==> config.mk <==
export PLATFORM = sky130hd
export DESIGN_NAME = sa_tile_ctrl_flat
export DESIGN_NICKNAME = d
export VERILOG_FILES = /design/src/rtl/sa_tile_ctrl_pkg.sv /design/src/rtl/sa_tile_ctrl_if.sv /design/src/rtl/sa_tile_ctrl_phase_counter.sv /design/src/rtl/sa_tile_ctrl.sv /design/src/flat_wrapper.sv
export SDC_FILE = /design/constraint.sdc
export NUM_CORES = 1
export LEC_CHECK = 0
export CAP_MARGIN = 0
export CORE_MARGIN = 4
export CORE_UTILIZATION = 23
export CTS_CLUSTER_SIZE = 12
export DETAILED_ROUTE_END_ITERATION = 7
export PLACE_DENSITY = 0.52
export REMOVE_ABC_BUFFERS = 1
export SLEW_MARGIN = 0
export SYNTH_ARGS = -nofsm -noshare
export SYNTH_HDL_FRONTEND = slang
export SYNTH_HIERARCHICAL = 1
export SYNTH_SLANG_ARGS = --single-unit
==> constraint.sdc <==
create_clock -name clk -period 3.95 [get_ports clk]
set_input_delay 0.395 -clock clk [delete_from_list [all_inputs] [get_ports clk]]
set_output_delay 0.395 -clock clk [all_outputs]
set_load 0.01 [all_outputs]
==> src/rtl/sa_tile_ctrl_pkg.sv <==
// ---------------------------------------------------------------------------
// sa_ctrl_pkg
// Shared definitions for the systolic-array tile sequencer:
//   - sa_state_t : controller state encoding
//   - SA_N / SA_CNT_W : default array dimension and phase counter width
//   - phase length helpers and derived default phase lengths
// ---------------------------------------------------------------------------
package sa_ctrl_pkg;

  localparam int SA_N     = 16;
  localparam int SA_CNT_W = 5;

  typedef enum logic [2:0] {
    ST_IDLE    = 3'd0,
    ST_WLOAD   = 3'd1,
    ST_COMPUTE = 3'd2,
    ST_DRAIN   = 3'd3,
    ST_DONE    = 3'd4
  } sa_state_t;

  // Phase lengths in cycles for an n x n array.
  function automatic int wload_len(input int n);
    return n;
  endfunction

  function automatic int compute_len(input int n);
    return n;
  endfunction

  // The drain phase waits n-1 cycles for the skewed wavefront to reach the
  // output edge, then presents n result rows.
  function automatic int drain_len(input int n);
    return (2 * n) - 1;
  endfunction

  // The largest count ever reached is 2n-2, so 2n-1 must fit in cnt_w bits.
  function automatic bit cnt_w_ok(input int n, input int cnt_w);
    return ((2 * n) - 1) <= ((1 << cnt_w) - 1);
  endfunction

  function automatic logic is_busy_state(input sa_state_t s);
    return (s == ST_WLOAD) || (s == ST_COMPUTE) || (s == ST_DRAIN);
  endfunction

  localparam int SA_WLOAD_LEN   = SA_N;
  localparam int SA_COMPUTE_LEN = SA_N;
  localparam int SA_DRAIN_LEN   = (2 * SA_N) - 1;

endpackage

==> src/rtl/sa_tile_ctrl_if.sv <==
// ---------------------------------------------------------------------------
// sa_tile_ctrl_if
// Host command / array control bundle of the tile sequencer.
//   start, wkeep, abort      : host -> controller commands
//   busy, done               : controller -> host status
//   w_shift_en, w_row        : weight preload controls to the array
//   a_valid, a_row           : activation stream controls
//   out_valid, out_row       : result drain controls
// Modports: master = host side (drives commands), slave = controller.
// ---------------------------------------------------------------------------
interface sa_tile_ctrl_if #(
  parameter int CNT_W = 5
);

  logic             start;
  logic             wkeep;
  logic             abort;
  logic             busy;
  logic             done;
  logic             w_shift_en;
  logic [CNT_W-1:0] w_row;
  logic             a_valid;
  logic [CNT_W-1:0] a_row;
  logic             out_valid;
  logic [CNT_W-1:0] out_row;

  modport master (
    output start, wkeep, abort,
    input  busy, done, w_shift_en, w_row, a_valid, a_row, out_valid, out_row
  );

  modport slave (
    input  start, wkeep, abort,
    output busy, done, w_shift_en, w_row, a_valid, a_row, out_valid, out_row
  );

endinterface

==> src/rtl/sa_tile_ctrl_phase_counter.sv <==
// ---------------------------------------------------------------------------
// sa_phase_counter
// CNT_W-bit phase up-counter with synchronous clear and enable.
//   clk, rstn  : clock, asynchronous active-low reset
//   i_clr      : synchronous clear (wins over enable)
//   i_en       : count enable
//   o_cnt      : current count
//   o_cnt_nxt  : value the count takes at the next edge; lets the owner
//                register decoded outputs in step with the counter
// ---------------------------------------------------------------------------
module sa_phase_counter #(
  parameter int CNT_W = 5
) (
  input  logic             clk,
  input  logic             rstn,
  input  logic             i_clr,
  input  logic             i_en,
  output logic [CNT_W-1:0] o_cnt,
  output logic [CNT_W-1:0] o_cnt_nxt
);

  logic [CNT_W-1:0] r_cnt;
  logic [CNT_W-1:0] w_cnt_nxt;

  // Next-count selection: clear, increment or hold.
  always_comb begin
    w_cnt_nxt = r_cnt;
    if (i_clr) begin
      w_cnt_nxt = {CNT_W{1'b0}};
    end else if (i_en) begin
      w_cnt_nxt = r_cnt + CNT_W'(1);
    end else begin
      w_cnt_nxt = r_cnt;
    end
  end

  // Count register.
  always_ff @(posedge clk or negedge rstn) begin
    if (!rstn) begin
      r_cnt <= {CNT_W{1'b0}};
    end else begin
      r_cnt <= w_cnt_nxt;
    end
  end

  assign o_cnt     = r_cnt;
  assign o_cnt_nxt = w_cnt_nxt;

endmodule

==> src/rtl/sa_tile_ctrl.sv <==
// ---------------------------------------------------------------------------
// sa_tile_ctrl
// Tile sequencer for the NxN systolic array. A start request runs weight
// preload (skipped with wkeep), activation streaming and result drain, then
// pulses done for one cycle. abort returns to IDLE from any state.
// Ports:
//   clk, rstn   : clock, asynchronous active-low reset
//   bus         : sa_tile_ctrl_if.slave (commands, status, array controls)
//   busy_cycles : 16-bit saturating busy-cycle counter, present only when
//                 SA_TILE_CTRL_PERF_EN is defined
// All outputs are flops loaded from the next state / next count, so they
// line up with the state they describe and no input reaches an output
// combinationally.
// ---------------------------------------------------------------------------
module sa_tile_ctrl
  import sa_ctrl_pkg::*;
#(
  parameter int N     = SA_N,
  parameter int CNT_W = SA_CNT_W
) (
  input  logic         clk,
  input  logic         rstn,
  sa_tile_ctrl_if.slave bus
`ifdef SA_TILE_CTRL_PERF_EN
  ,
  output logic [15:0]  busy_cycles
`endif
);

  if (!cnt_w_ok(N, CNT_W)) begin : g_cnt_w_check
    $fatal(1, "sa_tile_ctrl: CNT_W too narrow for 2N-1");
  end
  if ((N < 2) || (N > 16)) begin : g_n_check
    $fatal(1, "sa_tile_ctrl: N outside 2..16");
  end

  localparam logic [CNT_W-1:0] L_WLOAD_LAST   = CNT_W'(wload_len(N) - 1);
  localparam logic [CNT_W-1:0] L_COMPUTE_LAST = CNT_W'(compute_len(N) - 1);
  localparam logic [CNT_W-1:0] L_DRAIN_LAST   = CNT_W'(drain_len(N) - 1);
  // First drain count at which a finished result row leaves the array.
  localparam logic [CNT_W-1:0] L_OUT_BASE     = CNT_W'(N - 1);

  sa_state_t        r_state;
  sa_state_t        w_nxt_state;
  logic [CNT_W-1:0] w_cnt;
  logic [CNT_W-1:0] w_cnt_nxt;
  logic             w_cnt_clr;
  logic             w_cnt_en;

  logic             w_nxt_busy;
  logic             w_nxt_done;
  logic             w_nxt_wse;
  logic [CNT_W-1:0] w_nxt_w_row;
  logic             w_nxt_av;
  logic [CNT_W-1:0] w_nxt_a_row;
  logic             w_nxt_ov;
  logic [CNT_W-1:0] w_nxt_out_row;

  logic             r_busy;
  logic             r_done;
  logic             r_wse;
  logic [CNT_W-1:0] r_w_row;
  logic             r_av;
  logic [CNT_W-1:0] r_a_row;
  logic             r_ov;
  logic [CNT_W-1:0] r_out_row;

  // Next-state decode; abort overrides everything, including a new start.
  always_comb begin
    w_nxt_state = r_state;
    if (bus.abort) begin
      w_nxt_state = ST_IDLE;
    end else begin
      case (r_state)
        ST_IDLE, ST_DONE: begin
          if (bus.start) begin
            if (bus.wkeep) begin
              w_nxt_state = ST_COMPUTE;
            end else begin
              w_nxt_state = ST_WLOAD;
            end
          end else begin
            w_nxt_state = ST_IDLE;
          end
        end
        ST_WLOAD: begin
          if (w_cnt == L_WLOAD_LAST) begin
            w_nxt_state = ST_COMPUTE;
          end else begin
            w_nxt_state = ST_WLOAD;
          end
        end
        ST_COMPUTE: begin
          if (w_cnt == L_COMPUTE_LAST) begin
            w_nxt_state = ST_DRAIN;
          end else begin
            w_nxt_state = ST_COMPUTE;
          end
        end
        ST_DRAIN: begin
          if (w_cnt == L_DRAIN_LAST) begin
            w_nxt_state = ST_DONE;
          end else begin
            w_nxt_state = ST_DRAIN;
          end
        end
        default: begin
          w_nxt_state = ST_IDLE;
        end
      endcase
    end
  end

  // Counter is held at zero outside the busy phases and cleared on every
  // transition, so each phase starts counting from 0.
  assign w_cnt_clr = (w_nxt_state != r_state) || !is_busy_state(r_state);
  assign w_cnt_en  = is_busy_state(r_state);

  sa_phase_counter #(
    .CNT_W (CNT_W)
  ) u_phase_counter (
    .clk       (clk),
    .rstn      (rstn),
    .i_clr     (w_cnt_clr),
    .i_en      (w_cnt_en),
    .o_cnt     (w_cnt),
    .o_cnt_nxt (w_cnt_nxt)
  );

  // Output decode from next state and next count; indices are forced to 0
  // whenever their strobe is low.
  always_comb begin
    w_nxt_busy = is_busy_state(w_nxt_state);
    w_nxt_done = (w_nxt_state == ST_DONE);
    w_nxt_wse  = (w_nxt_state == ST_WLOAD);
    w_nxt_av   = (w_nxt_state == ST_COMPUTE);
    w_nxt_ov   = (w_nxt_state == ST_DRAIN) && (w_cnt_nxt >= L_OUT_BASE);
    if (w_nxt_wse) begin
      w_nxt_w_row = w_cnt_nxt;
    end else begin
      w_nxt_w_row = {CNT_W{1'b0}};
    end
    if (w_nxt_av) begin
      w_nxt_a_row = w_cnt_nxt;
    end else begin
      w_nxt_a_row = {CNT_W{1'b0}};
    end
    if (w_nxt_ov) begin
      w_nxt_out_row = w_cnt_nxt - L_OUT_BASE;
    end else begin
      w_nxt_out_row = {CNT_W{1'b0}};
    end
  end

  // Controller FSM: state register plus registered outputs.
  always_ff @(posedge clk or negedge rstn) begin
    if (!rstn) begin
      r_state   <= ST_IDLE;
      r_busy    <= 1'b0;
      r_done    <= 1'b0;
      r_wse     <= 1'b0;
      r_w_row   <= {CNT_W{1'b0}};
      r_av      <= 1'b0;
      r_a_row   <= {CNT_W{1'b0}};
      r_ov      <= 1'b0;
      r_out_row <= {CNT_W{1'b0}};
    end else begin
      r_state   <= w_nxt_state;
      r_busy    <= w_nxt_busy;
      r_done    <= w_nxt_done;
      r_wse     <= w_nxt_wse;
      r_w_row   <= w_nxt_w_row;
      r_av      <= w_nxt_av;
      r_a_row   <= w_nxt_a_row;
      r_ov      <= w_nxt_ov;
      r_out_row <= w_nxt_out_row;
    end
  end

  assign bus.busy       = r_busy;
  assign bus.done       = r_done;
  assign bus.w_shift_en = r_wse;
  assign bus.w_row      = r_w_row;
  assign bus.a_valid    = r_av;
  assign bus.a_row      = r_a_row;
  assign bus.out_valid  = r_ov;
  assign bus.out_row    = r_out_row;

`ifdef SA_TILE_CTRL_PERF_EN
  logic [15:0] r_busy_cycles;

  // Busy-cycle counter: counts cycles with busy high, saturates, reset-only clear.
  always_ff @(posedge clk or negedge rstn) begin
    if (!rstn) begin
      r_busy_cycles <= 16'd0;
    end else if (r_busy && (r_busy_cycles != 16'hFFFF)) begin
      r_busy_cycles <= r_busy_cycles + 16'd1;
    end else begin
      r_busy_cycles <= r_busy_cycles;
    end
  end

  assign busy_cycles = r_busy_cycles;
`endif

endmodule

==> src/flat_wrapper.sv <==
// flat-port wrapper written by rule: the top's interface ports become plain ports
module sa_tile_ctrl_flat import sa_ctrl_pkg::*;
#(
  parameter int N     = SA_N,
  parameter int CNT_W = SA_CNT_W
)
  (clk, rstn, bus_start, bus_wkeep, bus_abort, bus_busy, bus_done, bus_w_shift_en, bus_w_row, bus_a_valid, bus_a_row, bus_out_valid, bus_out_row);
  sa_tile_ctrl_if #(.CNT_W(CNT_W)) bus_i ();
  input  logic clk;
  input  logic rstn;
  input wire logic [$bits(bus_i.start)-1:0] bus_start;
  input wire logic [$bits(bus_i.wkeep)-1:0] bus_wkeep;
  input wire logic [$bits(bus_i.abort)-1:0] bus_abort;
  output wire logic [$bits(bus_i.busy)-1:0] bus_busy;
  output wire logic [$bits(bus_i.done)-1:0] bus_done;
  output wire logic [$bits(bus_i.w_shift_en)-1:0] bus_w_shift_en;
  output wire logic [$bits(bus_i.w_row)-1:0] bus_w_row;
  output wire logic [$bits(bus_i.a_valid)-1:0] bus_a_valid;
  output wire logic [$bits(bus_i.a_row)-1:0] bus_a_row;
  output wire logic [$bits(bus_i.out_valid)-1:0] bus_out_valid;
  output wire logic [$bits(bus_i.out_row)-1:0] bus_out_row;
  assign bus_i.start = bus_start;
  assign bus_i.wkeep = bus_wkeep;
  assign bus_i.abort = bus_abort;
  assign bus_busy = bus_i.busy;
  assign bus_done = bus_i.done;
  assign bus_w_shift_en = bus_i.w_shift_en;
  assign bus_w_row = bus_i.w_row;
  assign bus_a_valid = bus_i.a_valid;
  assign bus_a_row = bus_i.a_row;
  assign bus_out_valid = bus_i.out_valid;
  assign bus_out_row = bus_i.out_row;
  sa_tile_ctrl #(.N(N), .CNT_W(CNT_W)) u_core (.clk(clk), .rstn(rstn), .bus(bus_i));
endmodule
# After elaboration in Yosys (flattened, before gate mapping)
# Cells that the tools add are included.
[word_totals] mem_bits_rw=0 n_memories=0 register_bits=28 latchBits=0 mem_bits_ro=0 inputBits=5
[classes] n_shift=0 n_div=0 n_lt_le_gt_ge=1 multipliers=0 reduce_logical=9 addsub=2 mux=12 eq_ne=11 n_bitwise=0
[ops] cell="$mux 5" count=5
[ops] cell="$eq 3x2->1 const B" count=4
[ops] cell="$pmux 3 s4" count=1
[ops] cell="$eq 3x1->1 const B" count=2
[ops] cell="$eq 3x3->1 const B" count=2
[ops] cell="$mux 2" count=3
[ops] cell="$mux 3" count=2
[ops] cell="$add 5x1->5 const B" count=1
[ops] cell="$eq 5x4->1 const B" count=1
[ops] cell="$eq 5x5->1 const B" count=1
[ops] cell="$ge 5x4->1 const B" count=1
[ops] cell="$logic_or 1x1->1" count=5
[ops] cell="$sub 5x4->5 const B" count=1
[ops] cell="$logic_not 3->1" count=1
[ops] cell="$ne 3x3->1" count=1
[ops] cell="$reduce_or 2->1" count=1
[ops] cell="$logic_and 1x1->1" count=1
[ops] cell="$logic_not 1->1" count=1
[ops] cell="$mux 1" count=1

# Depth between registers and ports, before layout
# Gate-level depths: netlist of the first run.
[logic_depth] word_depth=10 ltp_mapped=13 depth_no_buf=12

# Cells and area by module
# The synthesis of the first run kept the hierarchy.
[modules_own_cells] mod="sa_tile_ctrl" instances=1 seq_area_each_um2=575.6 cells_per_inst=98 area_each_um2=1118.6
[modules_own_cells] mod="sa_phase_counter" instances=1 seq_area_each_um2=125.1 cells_per_inst=22 area_each_um2=252.7

# Worst setup path before layout of the first run
# OpenSTA, ideal clock, no wires.
[synth_path] kind="flip-flop to flip-flop" from="register u_core.u_phase_counter.r_cnt[0], in the netlist u_core/u_phase_counter/o_cnt[0]" to="register u_core.r_out_row[0], in the netlist u_core/bus.out_row[0]" setup_time_ps=95 path_slack_ps=1176 period_less_slack_ps=2774 stages_incl_launch_ff=12 arrival_ps=2679 path_cell_list="dfrtp_1 nand3b_1 nor2_1 o41ai_1 nand3_1 nor2_1 ha_1 and3_1 ha_1 nor2_1 a211oi_1 nor4b_2"
[synth_between] elab_chain_cells=10 word_cells_on_any_way=17 classes_between="add/sub: 2; order compare: 1; eq/ne: 4; mux: 8; reduce/logical: 2"
[synth_lines] element="start: declaration" line="sa_tile_ctrl_phase_counter.sv:22" source="logic [CNT_W-1:0] r_cnt;"
[synth_lines] element="start signal: assignment" line="sa_tile_ctrl_phase_counter.sv:40" source="r_cnt <= {CNT_W{1'b0}};"
[synth_lines] element="start signal: assignment" line="sa_tile_ctrl_phase_counter.sv:42" source="r_cnt <= w_cnt_nxt;"
[synth_lines] element="$eq 5x5->1 or $eq 5x4->1 (tied branches)" line="sa_tile_ctrl.sv:101, sa_tile_ctrl.sv:87, sa_tile_ctrl.sv:94"
[synth_lines] element="$mux 3 (tied with other cells)" line="sa_tile_ctrl.sv:101" source="if (w_cnt == L_DRAIN_LAST) begin"
[synth_lines] element="$pmux 3 s4 *" line="sa_tile_ctrl.sv:74" source="case (r_state)"
[synth_lines] element="$mux 3 *" line="sa_tile_ctrl.sv:71" source="if (bus.abort) begin"
[synth_lines] element="$ne 3x3->1 *" line="sa_tile_ctrl.sv:116" source="assign w_cnt_clr = (w_nxt_state != r_state) || !is_busy_state(r_state);"
[synth_lines] element="$logic_or 1x1->1 *" line="sa_tile_ctrl.sv:116"
[synth_lines] element="net u_core.w_cnt_clr" line="sa_tile_ctrl.sv:47" source="logic w_cnt_clr;"
[synth_lines] element="$mux 5 *" line="sa_tile_ctrl_phase_counter.sv:28" source="if (i_clr) begin"
[synth_lines] element="net u_core.w_cnt_nxt[0]" line="sa_tile_ctrl.sv:46" source="logic [CNT_W-1:0] w_cnt_nxt;"
[synth_lines] element="$ge 5x4->1" line="sa_tile_ctrl.sv:137" source="w_nxt_ov = (w_nxt_state == ST_DRAIN) && (w_cnt_nxt >= L_OUT_BASE);"
[synth_lines] element="$logic_and 1x1->1" line="sa_tile_ctrl.sv:137"
[synth_lines] element="$mux 5 *" line="sa_tile_ctrl.sv:148" source="if (w_nxt_ov) begin"
[synth_lines] element="net u_core.w_nxt_out_row[0]" line="sa_tile_ctrl.sv:57" source="logic [CNT_W-1:0] w_nxt_out_row;"
[synth_lines] element="end signal: assignment" line="sa_tile_ctrl.sv:166" source="r_out_row <= {CNT_W{1'b0}};"
[synth_lines] element="end signal: assignment" line="sa_tile_ctrl.sv:176" source="r_out_row <= w_nxt_out_row;"
[synth_lines] element="end: declaration" line="sa_tile_ctrl.sv:66" source="logic [CNT_W-1:0] r_out_row;"
# Mark *: on every way through the listed nets, which the timed path passes. The rest lies on a longest branch.

# Worst setup path in the final report of the first run
[layout_path] from="input port bus_abort" to="register u_core.r_out_row[4], in the netlist u_core/bus.out_row[4]"
[layout_between] elab_chain_cells=7 word_cells_on_any_way=9 classes_between="add/sub: 1; order compare: 1; eq/ne: 2; mux: 3; reduce/logical: 2"
[layout_lines] element="start: declaration" line="flat_wrapper.sv:13" source="input wire logic [$bits(bus_i.abort)-1:0] bus_abort;"
[layout_lines] element="$mux 3 *" line="sa_tile_ctrl.sv:71"
[layout_lines] element="$ne 3x3->1 *" line="sa_tile_ctrl.sv:116"
[layout_lines] element="$logic_or 1x1->1 *" line="sa_tile_ctrl.sv:116"
[layout_lines] element="net u_core.w_cnt_clr" line="sa_tile_ctrl.sv:47"
[layout_lines] element="$mux 5 *" line="sa_tile_ctrl_phase_counter.sv:28"
[layout_lines] element="net u_core.w_cnt_nxt[1]" line="sa_tile_ctrl.sv:46"
[layout_lines] element="$ge 5x4->1" line="sa_tile_ctrl.sv:137"
[layout_lines] element="$logic_and 1x1->1" line="sa_tile_ctrl.sv:137"
[layout_lines] element="$mux 5 *" line="sa_tile_ctrl.sv:148"
[layout_lines] element="net u_core.w_nxt_out_row[4]" line="sa_tile_ctrl.sv:57"
# Marked as above.

==> results of run 1 <==
==> logic make-up (layout without fill, tap and decap cells) <==
group                    after synthesis  after routing
XOR/XNOR                               2              2
AND/OR/NAND/NOR                       58             58
adder cells (fa/ha/maj)                3              3
flip-flops                            28             28
buffers and inverters                 10             33
AO/OA/AOI/OAI                         16             16
multiplexers                           3              3
==> report_power, final <==
| group | internal [mW] | switching [mW] | leakage (nW) |
|---|---|---|---|
| logic | 0.0275 | 0.0448 | 0.265 |
| registers | 0.292 | 0.00544 | 0.388 |
| clock network | 0.136 | 0.0903 | 0.0357 |
==> cell usage after synthesis, drive strengths merged, types with 2 or more instances <==
library cell / instances / area share
nand4: 3 / 0.014
nand3b: 5 / 0.027
nand2: 9 / 0.025
buf: 7 / 0.046
a21oi: 3 / 0.011
nor2: 10 / 0.027
dfrtp: 28 / 0.51
nor4bb: 2 / 0.015
a211oi: 3 / 0.016
inv: 2 / 0.0055
nor4b: 2 / 0.022
nor3b: 2 / 0.011
nand2b: 3 / 0.019
mux2: 2 / 0.019
nand3: 2 / 0.011
ha: 3 / 0.027
and4bb: 3 / 0.027
nor4: 8 / 0.041
nor2b: 2 / 0.0091
nor3: 4 / 0.015
==> layout by cell type, fill, tap and decap left out, types with 2 or more instances in the layout <==
cell type / n
nor4b_2: 2
nor4_1: 7
clkbuf_8: 3
dfrtp_1: 28
and4bb_2: 2
nand2_1: 9
nand4_1: 3
a211oi_1: 3
inv_1: 2
clkdlybuf4s50_1: 24
a21oi_1: 3
nand3b_1: 5
nor3_1: 4
ha_1: 3
nor2_1: 10
nor4bb_1: 2
nand2b_1: 2
nor2b_1: 2
buf_4: 3
nor3b_1: 2
==> per-layer routing <==
metal | wire (µm) | up-vias | part of all wire | GRT usage
li1 | - | 487 | - | -
met3 | 217 | 2 | 0.069 | 0.0301
met2 | 1360 | 35 | 0.43 | 0.134
met5 | 0 | - | 0 | 0
met1 | 1580 | 513 | 0.50 | 0.138
met4 | 11 | 0 | 0.0035 | 0.0216
==> flip-flops by register name, summed over array words and instances (netlist names) <==
| signal | count |
|---|---|
| u_core/bus.out_valid | 1 |
| u_core/r_state | 3 |
| u_core/bus.done | 1 |
| u_core/bus.w_row | 5 |
| u_core/bus.out_row | 5 |
| u_core/bus.w_shift_en | 1 |
| u_core/bus.busy | 1 |
| u_core/bus.a_row | 5 |
| u_core/bus.a_valid | 1 |
| u_core/u_phase_counter/o_cnt | 5 |
==> per-stage QoR <==
| stage | instances | total power [mW] | setup slack, ns |
|---|---|---|---|
| 3_5_place_dp | 211 | 0.375 | 0.465 |
| 3_3_place_gp | 211 | 0.373 | 0.532 |
| 2_1_floorplan | 112 | 0.344 | 1.18 |
| 6_report | 215 | 0.595 | 0.695 |
| 5_1_grt | 215 | 0.622 | 0.258 |
| 4_1_cts | 215 | 0.606 | 0.749 |
==> tightest hold or removal path: stages (launching register included) <==
cell and delay, ns:
dfrtp_1 0.42, nand3_2 0.16, nor4_1 0.06
==> area by class of cell <==
type	count	area, µm²	share of cell area
clock buffers	3	41.3	0.0239
clock inverters	1	30.0	0.0174
inverters	2	7.51	0.00434
multi-input cells	82	597	0.345
flip-flops and latches	28	701	0.405
well taps	72	90.1	0.0521
repair buffers	27	263	0.152
==> path summary, 6_finish.rpt <==
check                           depth (start not counted)  slack (ns)                            start                               to
min in group asynchronous                               1        0.73                             rstn              u_core/bus.a_row[0]
worst min register to register                          2        0.67  u_core/u_phase_counter/o_cnt[3]                  u_core/bus.done
worst min-delay path                                    2        0.67  u_core/u_phase_counter/o_cnt[3]                  u_core/bus.done
worst max register to register                         12        0.73  u_core/u_phase_counter/o_cnt[0]            u_core/bus.out_row[4]
max in group asynchronous                               1        2.54                             rstn  u_core/u_phase_counter/o_cnt[0]
worst max-delay path                                   12        0.70                        bus_abort            u_core/bus.out_row[4]
==> impl_metrics.csv, run 1 <==
group,metric,value,unit
cts,cts-root-buf,"clkbuf_8",
global_route,grt_first_pass_wirelength,5480,µm
cts,htreeDepth,1,
cts,ctsHoldBuffers,0,
drt,vias_per_cell,4.82,
placed_design,hpwl,2170,µm
run,cap_violations,0,
timing,timing.final.crit_period,3.25,ns
die,die_h,85.2,µm
synthesis,synth_top_family_by_area,"simple AND/OR/NAND/NOR gates",
cts,clkTransAtPathRegs,0.10,ns
synthesis,synth_compound_area_frac,0.0922,
cts,clock_sinks,28,
timing,slew_violations,0,
synthesis,yosys.cell_types.count,44,
min_path,hold_path_class,"flop to flop",
timing,grt_setup_unrepaired,"no",
cts,post-cts-setup-buffer-count,0,
die,start_util,0.243,
layout,final_area,0.00173,mm²
timing,hold_viol,0,
global_route,grt_pass1_vias,1050,
timing,fin_crit_sh,0.824,
synthesis,synth_edf_count,0,
pwr,p_leak,0.689,nW
timing,clock.fmax,307,MHz
die,die_w,85.2,µm
synthesis,synth_mux_area_frac,0.0265,
synthesis,synthCells,120,
worst_setup_path,cp_max_fo,9,
layout,diodes,0,
cts,clk_latency,0.28,ns
die,core,0.00564,mm²
cts,cts_buffers,3,
layout,fillers,577,
synthesis,synthAdderAreaFrac,0.0274,
worst_setup_path,cp_top_family,"simple AND/OR/NAND/NOR gates",
synthesis,ys_seq_elements,28,
drt,dr.pass1.iters,4,
synthesis,synthesis.yosys.warnings,6,
worst_setup_path,crit_path_top_delay_cell,"clkdlybuf4s50_1",
pwr,peakVddDrop,187,µV
timing,setup_tns,0,ns
die,ioPinCount,25,
cts,cts_tree,"yes",
drt,first_iter_violations,64,
outcome,status,"completed",
drt,drc_errors,0,
timing,skew,0.00406,ns
synthesis,async_flop_share,1.00,
pwr,p_per_area,344,mW/mm²
drt,vias,1037,
global_route,grt_remaining_overflow,0,
global_route,track_usage,0.0943,
placed_design,gp_congestion,0.752,
drt,drt-total-wl,3170,µm
die,rows,27,
worst_setup_path,worstPathRequired,4.14,ns
synthesis,yosys.area_share.simple,0.276,
drt,ant_nets,0,
worst_setup_path,crit_path_start_kind,"input port",
worst_setup_path,slowest_delay,0.65,ns
timing,hold-worst-slack,0.674,ns
layout,layout-drive-gt1-share,0.133,
layout,post-route-util,0.306,
placed_design,place_area,0.00166,mm²
synthesis,synth_ff_type,"dfrtp_1",
worst_setup_path,path_buf_inv,1,
timing,tightest_slew,1.15,ns
cts,clockBufferDepth,2,
worst_setup_path,arrival,3.44,ns
worst_setup_path,endpoint_kind,"flop",
cts,cts.repair.resized,0,
worst_setup_path,crit_chain,"clkdlybuf4s50_1, a211oi_1, a221oi_1, nand3_1, nor2_1, ha_1, and3_1, ha_1, nor2_1, a211oi_1, nand2_1, nor3_1",
layout,final_nets,152,
synthesis,syn-cell-area,0.00137,mm²
die,dieArea,0.00726,mm²
timing,setup_viol,0,
layout,area_growth_syn_to_layout,26.1,%
synthesis,syn_area_per_cell,11.4,µm²
worst_setup_path,criticalPathCategory,"input port to flop",
drt,routedWlPerCell,14.7,µm
global_route,antenna_found_initial,0,
synthesis,yosysSeqAreaShare,0.511,
timing,maxSlewHeadroom,0.228,
global_route,grt_start_max_net_pins,27,
placed_design,port_buffers,24,
synthesis,synth_xor_area_frac,0.0128,
Power figures use the tool's default switching activity.
==> inputs of run 2 (changes only) <==
--- a/config.mk
+++ b/config.mk
@@ -10,7 +10,7 @@
 export CORE_UTILIZATION = 23
 export CTS_CLUSTER_SIZE = 12
 export DETAILED_ROUTE_END_ITERATION = 7
-export PLACE_DENSITY = 0.52
+export PLACE_DENSITY = 0.54
 export REMOVE_ABC_BUFFERS = 1
 export SLEW_MARGIN = 0
 export SYNTH_ARGS = -nofsm -noshare
==> constraint.sdc (replaced) <==
create_clock -name clk -period 2.7 [get_ports clk]
set_input_delay 0.27 -clock clk [delete_from_list [all_inputs] [get_ports clk]]
set_output_delay 0.27 -clock clk [all_outputs]
set_load 0.01 [all_outputs]
==> run 2 against run 1 <==
Critical path depth did not move. Clock power rose by 47%. First-iteration DRC count rose by 66%. Largest power group unchanged. Critical endpoint is now u_core/bus.out_row[0]. Worst hold slack got worse by 0.33 ns. Highest routed layer unchanged. Wire length rose by 12%.
==> impl_metrics.csv, run 2 (synthesis gave the netlist of run 1 again) <==
group,metric,value,unit
global_route,grt_remaining_overflow,0,
worst_setup_path,path_buf_inv,1,
timing,fin_crit_sh,0.998,
placed_design,place_area,0.00174,mm²
timing,clock.fmax,371,MHz
worst_setup_path,endpoint_kind,"flop",
die,die_h,85.2,µm
placed_design,port_buffers,24,
pwr,switchingPower,0.221,mW
die,start_util,0.243,
worst_setup_path,crit_start,"u_core/r_state[1]",
global_route,track_usage,0.0977,
cts,cts_tree,"yes",
layout,layout.cells.most_common_list,"dfrtp_1 (24), clkdlybuf4s50_1 (23), buf_4 (20)",
worst_setup_path,reg2reg_slack,0.004,ns
worst_setup_path,worstPathRequired,2.88,ns
cts,clockBufferDepth,2,
layout,diodes,0,
pwr,seqPwrFrac,0.480,
drt,routedWlPerCell,15.3,µm
timing,skew,0.00471,ns
pwr,internal_power,0.680,mW
worst_setup_path,cp_top_family,"simple AND/OR/NAND/NOR gates",
min_path,hold_path_class,"input port to flop",
worst_setup_path,arrival,2.88,ns
drt,drt-total-wl,3560,µm
global_route,antenna_found_initial,0,
die,die_w,85.2,µm
pwr,p_per_area,456,mW/mm²
timing,fin_ws,0.00434,ns
layout,final_common_cell,"dfrtp_1",
worst_setup_path,crit_path_start_kind,"flop",
timing,timing.final.crit_period,2.70,ns
drt,vias_per_cell,4.83,
die,dieArea,0.00726,mm²
outcome,status,"completed",
worst_setup_path,cp_common_cell,"nor2_2",
drt,drc_errors,0,
pwr,comb_power_share,0.151,
worst_setup_path,crit_chain,"nand3b_1, nor2_2, o41ai_2, nand3_2, nor2_4, ha_2, and3_4, ha_4, nor2_2, a211oi_2, buf_4, nor4b_4",
worst_setup_path,slowest_delay,0.45,ns
placed_design,dp_cells,222,
timing,tightest_slew,0.770,ns
worst_setup_path,cp_max_fo,6,
layout,area_growth_syn_to_layout,44.3,%
die,ioPinCount,25,
layout,layout-drive-gt1-share,0.354,
timing,grt_setup_unrepaired,"yes",
timing,setup_tns,0,ns
pwr,switching_share,0.246,
pwr,peakVddDrop,252,µV
cts,cts_buffers,3,
placed_design,gp_congestion,0.957,
placed_design,place_ws,-0.198,ns
drt,vias,1126,
cts,htreeDepth,1,
timing,setup_viol,0,
min_path,min_from,"bus_abort",
cts,clock_sinks,28,
cts,clkTransAtPathRegs,0.10,ns
layout,final_area,0.00198,mm²
min_path,whs_path_depth,2,
pwr,total_power,0.901,mW
worst_setup_path,reg2regPathDepth,12,
timing,slew_violations,0,
min_path,hold_path_end,"u_core/bus.done",
worst_setup_path,crit_path_top_delay_cell,"dfrtp_2",
drt,first_iter_violations,106,
timing,maxSlewHeadroom,0.483,
pwr,p_leak,0.797,nW
drt,dr.pass1.iters,4,
worst_setup_path,r2r-start,"u_core/r_state[1]",
layout,post-route-util,0.351,
placed_design,hpwl,2330,µm
timing,hold-worst-slack,0.340,ns
cts,cts-root-buf,"clkbuf_8",
cts,clk_latency,0.27,ns
die,rows,27,
global_route,grt_start_max_net_pins,29,
global_route,grt_pass1_vias,1197,
layout,stdcell_count,233,
timing,hold_viol,0,
layout,final_nets,170,
global_route,grt_first_pass_wirelength,5850,µm
run,cap_violations,0,
worst_setup_path,rr_endpoint,"u_core/bus.out_row[0]",
worst_setup_path,criticalPathCategory,"flop to flop",
drt,ant_nets,0,
die,core,0.00564,mm²
pwr,pwr-share-clk,0.369,
## run 2: worst max path at each step
| stage | end | slack [ns] | cells after the start |
|---|---|---|---|
| 2_1_floorplan | u_core/bus.out_row[0] | -0.07 | 11 |
| 3_3_place_gp | u_core/bus.out_row[0] | -0.13 | 12 |
| 3_5_place_dp | u_core/bus.out_row[0] | -0.20 | 12 |
| 4_1_cts | u_core/bus.out_row[0] | 0.004 | 13 |
| 5_1_grt | u_core/bus.out_row[0] | -0.12 | 12 |
| 6_report | u_core/bus.out_row[0] | 0.004 | 12 |
## run 2: layout make-up
type	count	area, µm²
Clock buffer	3	41.3
Clock inverter	1	30.0
Fill cell	551	3660
Inverter	2	7.51
Multi-Input combinational cell	82	699
Sequential cell	28	706
Tap cell	72	90.1
Timing Repair Buffer	45	404
## run 2: power groups by stage
stage	clock network (mW)	registers [mW]	logic, mW
after global placement	0	0.442	0.114
after floorplan	0	0.444	0.0600
final	0.332	0.433	0.136
after global routing	0.364	0.435	0.150
after detailed placement	0	0.442	0.115
after CTS	0.338	0.434	0.119
## run 2: what timing repair did
action                     in CTS  in global routing
hold buffers                    0                  0
resized for setup               6                 23
pin swaps                       1                  8
setup endpoints to repair       5                  6
buffers inserted                0                  7
## run 2: layer usage
layer | wire length, µm | track usage | up-vias
li1 | - | - | 517
met1 | 1560 | 0.127 | 564
met2 | 1790 | 0.160 | 39
met3 | 155 | 0.0233 | 6
met4 | 53 | 0.0302 | 0
met5 | 0 | 0 | -
==> inputs of run 3 (changes only) <==
--- a/config.mk
+++ b/config.mk
@@ -7,13 +7,14 @@
 export LEC_CHECK = 0
 export CAP_MARGIN = 0
 export CORE_MARGIN = 4
-export CORE_UTILIZATION = 23
+export CORE_UTILIZATION = 46
 export CTS_CLUSTER_SIZE = 12
 export DETAILED_ROUTE_END_ITERATION = 7
-export PLACE_DENSITY = 0.54
+export PLACE_DENSITY = 0.85
 export REMOVE_ABC_BUFFERS = 1
 export SLEW_MARGIN = 0
 export SYNTH_ARGS = -nofsm -noshare
 export SYNTH_HDL_FRONTEND = slang
 export SYNTH_HIERARCHICAL = 1
 export SYNTH_SLANG_ARGS = --single-unit
+export TNS_END_PERCENT = 10
==> constraint.sdc (replaced) <==
create_clock -name clk -period 2.35 [get_ports clk]
set_input_delay 0.235 -clock clk [delete_from_list [all_inputs] [get_ports clk]]
set_output_delay 0.235 -clock clk [all_outputs]
set_load 0.01 [all_outputs]
==> run 3 against run 2 <==
The run now ends with negative setup slack left. Wire length rose by 20%. Sequential share of layout area shrank 1.2 points. Via count up 14%. Flip-flop and latch count is the same. Largest cell class is now multi-input gates. Largest power group unchanged.
==> impl_metrics.csv, run 3 (synthesis gave the netlist of run 1 again) <==
group,metric,value,unit
outcome,status,"finished, violations left",
outcome,violations,"negative setup slack",
timing,clock.fmax,373,MHz
pwr,total_power,1.00,mW
worst_setup_path,criticalPathCategory,"flop to flop",
worst_setup_path,arrival,2.94,ns
worst_setup_path,cp_common_cell,"nor2_4",
layout,diodes,0,
die,die_h,62.6,µm
die,core,0.00281,mm²
placed_design,gp_congestion,0.973,
placed_design,place_ws,-0.553,ns
worst_setup_path,crit_path_top_delay_cell,"dfrtp_1",
die,ioPinCount,25,
placed_design,hpwl,2370,µm
drt,vias_per_cell,6.40,
layout,final_area,0.00204,mm²
timing,maxSlewHeadroom,0.541,
global_route,grt_pass1_vias,1293,
timing,setup_viol,6,
layout,layout.cells.most_common_list,"dfrtp_1 (27), buf_4 (27), clkdlybuf4s50_1 (23)",
timing,grt_setup_unrepaired,"yes",
timing,fin_crit_sh,1.14,
timing,tightest_slew,0.688,ns
worst_setup_path,endpoint_kind,"flop",
timing,hold_viol,0,
worst_setup_path,worstPathRequired,2.61,ns
timing,timing.final.crit_period,2.68,ns
timing,setup_tns,-1.86,ns
layout,area_growth_syn_to_layout,48.4,%
pwr,p_per_area,493,mW/mm²
layout,final_nets,179,
cts,ctsHoldBuffers,0,
placed_design,dp_cells,191,
pwr,peakVddDrop,432,µV
cts,clkTransAtPathRegs,0.15,ns
drt,ant_nets,0,
cts,clock_sinks,28,
global_route,grt_first_pass_wirelength,6330,µm
layout,stdcell_count,201,
timing,fin_ws,-0.334,ns
global_route,track_usage,0.200,
timing,slew_violations,0,
pwr,p_leak,0.841,nW
layout,fillers,178,
drt,drc_errors,0,
die,dieArea,0.00392,mm²
global_route,grt_remaining_overflow,0,
global_route,grt_start_max_net_pins,29,
global_route,antenna_found_initial,0,
drt,dr.pass1.iters,5,
cts,clk_latency,0.34,ns
drt,vias,1287,
min_path,hold_path_class,"input port to asynchronous set/reset pin",
worst_setup_path,cp_max_fo,6,
layout,layout-drive-gt1-share,0.394,
worst_setup_path,crit_path_start_kind,"flop",
layout,seq_area,702,µm²
die,rows,19,
timing,skew,0.00764,ns
cts,cts_tree,"yes",
cts,cts_buffers,3,
die,start_util,0.489,
drt,drt-total-wl,4260,µm
layout,multiInputGateArea,759,µm²
run,cap_violations,0,
drt,routedWlPerCell,21.2,µm
cts,clockBufferDepth,2,
worst_setup_path,crit_chain,"nand3b_1, nor2_4, o41ai_4, nand3_4, nor2_4, ha_1, and3_4, ha_4, nor2_4, a211oi_4, nand2_1, nor3_2",
die,die_w,62.6,µm
placed_design,place_area,0.00176,mm²
placed_design,port_buffers,24,
timing,hold-worst-slack,0.244,ns
cts,htreeDepth,1,
layout,post-route-util,0.726,
worst_setup_path,slowest_delay,0.44,ns
drt,first_iter_violations,66,
cts,cts-root-buf,"clkbuf_4",
-- run 3: where the power goes --
part	switching (mW)	internal (mW)
Combinational	0.114	0.0740
Clock	0.146	0.173
Sequential	0.00591	0.491
-- run 3: area by class of cell --
type / count / area share
flip-flops and latches: 28 / 0.345
well taps: 31 / 0.0191
repair buffers: 54 / 0.234
clock buffers: 3 / 0.0111
inverters: 2 / 0.00369
clock inverters: 1 / 0.0148
multi-input cells: 82 / 0.373
-- run 3: timing repair --
| action | in CTS | in global routing |
|---|---|---|
| endpoints found under the setup margin | 6 | 6 |
| gates resized for setup | 12 | 25 |
| setup buffers | 4 | 3 |
| pin swaps | 3 | 10 |
-- run 3: final timing paths --
path	from	to	slack (ns)	depth (start not counted)
setup reg to reg	u_core/u_phase_counter/o_cnt[4]	u_core/bus.out_row[1]	-0.33	12
min in group clk	bus_abort	u_core/r_state[2]	0.61	3
hold / removal	rstn	u_core/u_phase_counter/o_cnt[4]	0.24	2
setup / recovery	u_core/u_phase_counter/o_cnt[4]	u_core/bus.out_row[1]	-0.33	12
hold reg to reg	u_core/r_state[1]	u_core/r_state[2]	0.80	3
max in group asynchronous	rstn	u_core/r_state[0]	1.84	2
-- run 3: worst max-delay path: cells and delay by family (launching register included) --
family	cells	cell delay [ns]
flip-flops	1	0.44
AO/OA/AOI/OAI	2	0.67
AND/OR/NAND/NOR	8	1.13
adder cells (fa/ha/maj)	2	0.37
-- run 3: metal layers --
metal,GRT usage,share of wire,up-vias
li1,-,-,541
met1,0.232,0.37,634
met2,0.350,0.49,86
met3,0.0324,0.094,26
met4,0.113,0.046,0
met5,0,0,-
